[src/rtl/cic_comb_decimator.sv]
// cic_comb_decimator: keeps one of every R valid samples and runs it through N wrapping comb stages.
// Define CIC_COMB_PRIME_EN to suppress out_valid for the first N captures after reset.
module cic_comb_decimator #(
   parameter int W = 32,
   parameter int R = 8,
   parameter int N = 3
) (
   input  logic         clk,
   input  logic         reset,
   input  logic [W-1:0] in,
   input  logic         in_valid,
   output logic [W-1:0] out,
   output logic         out_valid
);
   localparam int CW = R > 1 ? $clog2(R) : 1;
   logic [CW-1:0] cnt;
   logic [W-1:0]  d [N];
   logic [W-1:0]  x [N+1];
   logic          capture, primed;
   assign capture = in_valid && cnt == CW'(R - 1);
   always_comb begin
      x[0] = in;
      for (int k = 0; k < N; k++) x[k+1] = x[k] - d[k];
   end
   always_ff @(posedge clk) begin
      if (reset) begin
         cnt       <= '0;
         out       <= '0;
         out_valid <= 1'b0;
         for (int k = 0; k < N; k++) d[k] <= '0;
      end else begin
         out_valid <= capture && primed;
         if (in_valid) cnt <= capture ? '0 : cnt + CW'(1);
         if (capture) begin
            out <= x[N];
            for (int k = 0; k < N; k++) d[k] <= x[k];
         end
      end
   end
`ifdef CIC_COMB_PRIME_EN
   localparam int PW = $clog2(N + 1);
   logic [PW-1:0] prime;
   assign primed = prime == PW'(N);
   always_ff @(posedge clk) begin
      if (reset) prime <= '0;
      else if (capture && !primed) prime <= prime + PW'(1);
   end
`else
   assign primed = 1'b1;
`endif
endmodule

[config.mk]
export PLATFORM = sky130hd
export DESIGN_NAME = cic_comb_decimator
export DESIGN_NICKNAME = d
export VERILOG_FILES = /design/src/rtl/cic_comb_decimator.sv
export SDC_FILE = /design/constraint.sdc
export NUM_CORES = 1
export LEC_CHECK = 0
export CAP_MARGIN = 25
export CORE_ASPECT_RATIO = 1.4
export CORE_MARGIN = 5
export CORE_UTILIZATION = 27
export DETAILED_ROUTE_END_ITERATION = 16
export HOLD_SLACK_MARGIN = 0.12
export PLACE_DENSITY_LB_ADDON = 0.05
export SETUP_SLACK_MARGIN = 0.3
export SLEW_MARGIN = 5
export SYNTH_ARGS = -nofsm -noshare
export SYNTH_HDL_FRONTEND = slang
export SYNTH_SLANG_ARGS = --single-unit
[constraint.sdc]
create_clock -name clk -period 8.2 [get_ports clk]
set_input_delay 1.23 -clock clk [delete_from_list [all_inputs] [get_ports clk]]
set_output_delay 1.23 -clock clk [all_outputs]
set_load 0.05 [all_outputs]
Word-level counts from Yosys, hierarchy flattened
Memories as Yosys holds them, arrays and structs flattened.
Index checks and enable logic that the tools add are counted.
Widths: inputs -> output; s select.
{"block": "word_totals", "regBits": 36, "mem_bits_rw": 96, "n_memories": 1}
{"block": "classes", "add_sub_neg": 4, "n_eq_ne": 1, "muxes": 9, "bitwise": 3, "reduce_logical": 1}
{"name": "d", "depth": 3, "width": 32, "rd": 3, "rd_clocked_by_memory_dff": 0, "wr": 3, "line_no": "17", "rtl": "logic [W-1:0] d [N];"}
{"cell": "$mux 32", "count": 3}
{"cell": "$sub 32x32->32", "count": 3}
{"cell": "$mux 1", "count": 5}
{"cell": "$add 3x1->3 const B", "count": 1}
{"cell": "$eq 3x3->1 const B", "count": 1}
{"cell": "$mux 3", "count": 1}
{"cell": "$or 1x1->1", "count": 3}
{"cell": "$logic_and 1x1->1", "count": 1}

Depth between registers and ports, before layout
{"block": "logic_depth", "word_depth": 6, "depth_mapped": 33, "mapped_depth_nobuf": 33}

Worst setup path after synthesis
No wires, ideal clock.
{"block": "synth_path", "kind": "input -> register", "startpoint": "input port in[0]", "endpoint": "register out[29]", "setup_ps": 62, "t_arrival_ps": 6826, "required_ps": 8138, "path_slack_ps": 1312, "stages": 30, "n_path_buf": 0, "path_cell_list": "inv_1 ha_1 fa_1 nor2b_1 o21ai_1 a21oi_1 o21ai_0 o21ai_0 xor2_1 ha_1 a2111oi_0 o21ai_0 a22oi_1 nand2_1 a21oi_1 o21ai_1 a211oi_1 o21bai_1 mux2i_1 nand3_1 ha_1 nand4_1 a21oi_1 or4_1 a21oi_2 o21bai_2 a211oi_1 o21ai_0 or4_1 nand3_1"}
{"element": "from (decl)", "line_no": "10", "rtl": "input logic [W-1:0] in,"}
{"element": "to (signal assigned)", "line_no": "35", "rtl": "out <= x[N];"}
{"element": "to (decl)", "line_no": "12", "rtl": "output logic [W-1:0] out,"}

==> results.yml <==
route:
  wl_per_cell_um: 13.8
  ant_nets: 0
  wirelength_um: 22000
  drt_pass1_iterations: 4
  via_per_inst: 4.49
  drc_errors: 0
  vias: 7179
  drt_iter0_drc: 285
grt:
  grt_max_degree: 66
  use_met1: 0.153
  grt.busiest_layer: "met2"
  use_met3: 0.0217
  grt_pass1_wl_um: 36300
  grt_usage: 0.114
  grt_pass1_vias: 7013
  use_met2: 0.182
  antenna_found_initial: 0
  grt.overflow.total: 0
critical_path:
  crit_path_max_fanout: 6
  cp.arrival_ns: 7.68
  cp_slowest_cell: "clkdlybuf4s50_1"
  cp-end-kind: "flip-flop"
  crit_path_frequent_cell: "a21oi_1"
  cpPeakStageDelay_ns: 0.45
  critPathKind: "in2reg"
  worstSetupStartpointType: "input port"
  worstPathBufferInverterCount: 3
  crit_family: "compound AO/OA/AOI/OAI gates"
  cp_data_required_time_ns: 8.56
timing:
  clock_skew_ns: 0.00835
  period_share: 0.893
  fin_setup_tns_ns: 0
  slew_violations: 0
  finalSetupViolations: 0
  fmax_mhz: 137
  period_minus_slack_ns: 7.32
  tightest_slew_ns: 0.854
  rsz0062_at_grt: "no"
  slew-limit-headroom: 0.431
  hold_viol_final: 0
power_and_ir_drop:
  leakage_nw: 4.69
  sw_frac_of_total: 0.367
  power_frac_seq: 0.289
  p_per_area_nw_per_um2: 223
  pwr-share-clk: 0.275
  power_switching_uw: 933
  p_comb_frac: 0.436
  vdd_drop_max_uv: 99.6
  p_int_mw: 1.61
floorplanning:
  core_um2: 35500
  ioPinCount: 68
  fp.dieH_um: 234
  die_area_um2: 39600
  rows: 82
  die_w_um: 170
  initial_core_util: 0.271
logic_synthesis:
  synth_edf_count: 96
  synth_top_area_share: 0.299
  syn_area_per_cell_um2: 9.13
  synthArstFlopShare: 0
  ys_ff_latch: 132
  synth_warnings: 0
  yosysSeqAreaShare: 0.374
  synth_flop_cell: "edfxtp_1"
  synth_top_area_cell: "edfxtp_1"
  yosys-top-cells-area: "edfxtp_1 30%, ha_1 12%, dfxtp_1 7.5%"
  synth_cell_types: 70
  postSynthCellCount: 1056
  netlist_area_um2: 9640
  syn-num-nets: 1189
cells_and_area:
  mostFrequentLayoutCells: "127 x inv_1, 96 x edfxtp_1, 93 x ha_1"
  syn_to_final_growth_pct: 18.4
  fin_nets: 1257
  drive_gt1_frac: 0.0536
  n_antenna_cell: 0
  final_common_cell: "inv_1"
  instances_no_fill: 1599
hold_path:
  hold_path.class: "reg2reg"
place:
  post-dp-hpwl_um: 16400
  portBuffers: 67
  place_inst: 1567
  finalWeightedCongestion: 0.775
clock_network:
  cts_root_buf: "clkbuf_16"
  cts.sinks: 132
  clk_path_buf_depth: 2
  cts_made_buffers: 17
  clk_pin_slew_ns: 0.06
  cts_tree: "yes"
  cts_max_level: 4
  cts_setup_buffers: 0
  hold_buffers: 0
  clk-insertion-delay-late_ns: 0.43
outcome:
  status: "completed"
flow_run:
  cap_violations: 0
==> state kept, by name (all words and copies together) (netlist names) <==
| signal | cells |
|---|---|
| out_valid | 1 |
| out | 32 |
| cnt | 3 |
| d | 96 |
==> through the flow <==
step	worst slack [ns]	power, mW	util	instance area, um2	hold WS, ns
2_1_floorplan	1.31	1.60	-	9640	0.444
3_3_place_gp	0.224	1.86	0.306	10900	0.437
3_5_place_dp	0.0736	1.85	0.306	10900	0.441
4_1_cts	0.533	2.58	0.321	11400	0.449
5_1_grt	0.274	2.74	0.321	11400	0.469
6_report	0.881	2.54	0.321	11400	0.442
==> path summary, 6_finish.rpt <==
check	cells after the start	end	slack [ns]	start
min	2	out[26]	0.44	out[26]
min reg2reg	2	out[26]	0.44	out[26]
max reg2reg	33	out[29]	1.80	d[0][2]
max	32	out[31]	0.88	in[0]
==> synthesized netlist by cell type, drive strengths merged, types with 14 or more instances <==
cell type	count
inv	129
edfxtp	96
ha	95
and2	91
a21oi	77
o21ai	73
nand2	63
nor2	51
xnor2	40
a21o	37
dfxtp	36
xor2	26
clkbuf	24
nand3	24
nor2b	18
and3	14
==> per-layer routing <==
layer  up-vias  share of wire
li1       3864              -
met1      3215           0.51
met2        77           0.45
met3        23          0.021
met4         0          0.021
met5         -              0
==> tightest hold or removal path, cell delays in order, from the launching register on <==
cell     delay, ns
dfxtp_1       0.31
nand2_1       0.05
o21ai_1       0.05
==> what timing repair did <==
action	in CTS	in global routing
endpoints found under the setup margin	0	5
resized for setup	0	10
hold endpoints to repair	0	0
==> cell type report <==
cell class | instances | area (um2)
fillers | 3795 | 24100
clock buffers | 27 | 503
well taps | 462 | 578
multi-input cells | 770 | 5490
repair buffers | 74 | 723
flip-flops and latches | 132 | 3600
inverters | 129 | 487
clock inverters | 5 | 25.0
==> logic make-up after synthesis <==
group / Yosys count / synth area share
buffers and inverters: 154 / 0.0608
AND/OR/NAND/NOR: 311 / 0.170
AO/OA/AOI/OAI: 291 / 0.202
flip-flops: 132 / 0.374
multiplexers: 4 / 0.00415
XOR/XNOR: 66 / 0.0600
adder cells (fa/ha/maj): 98 / 0.130
==> power groups by stage <==
stage	Combinational (mW)	Sequential (mW)	Clock [mW]
floorplan	0.854	0.750	0
global placement	1.11	0.749	0
detailed placement	1.10	0.750	0
CTS	1.11	0.735	0.734
global route	1.25	0.737	0.756
finish	1.11	0.735	0.699
Note: power is estimated with default switching activity, not from simulation.
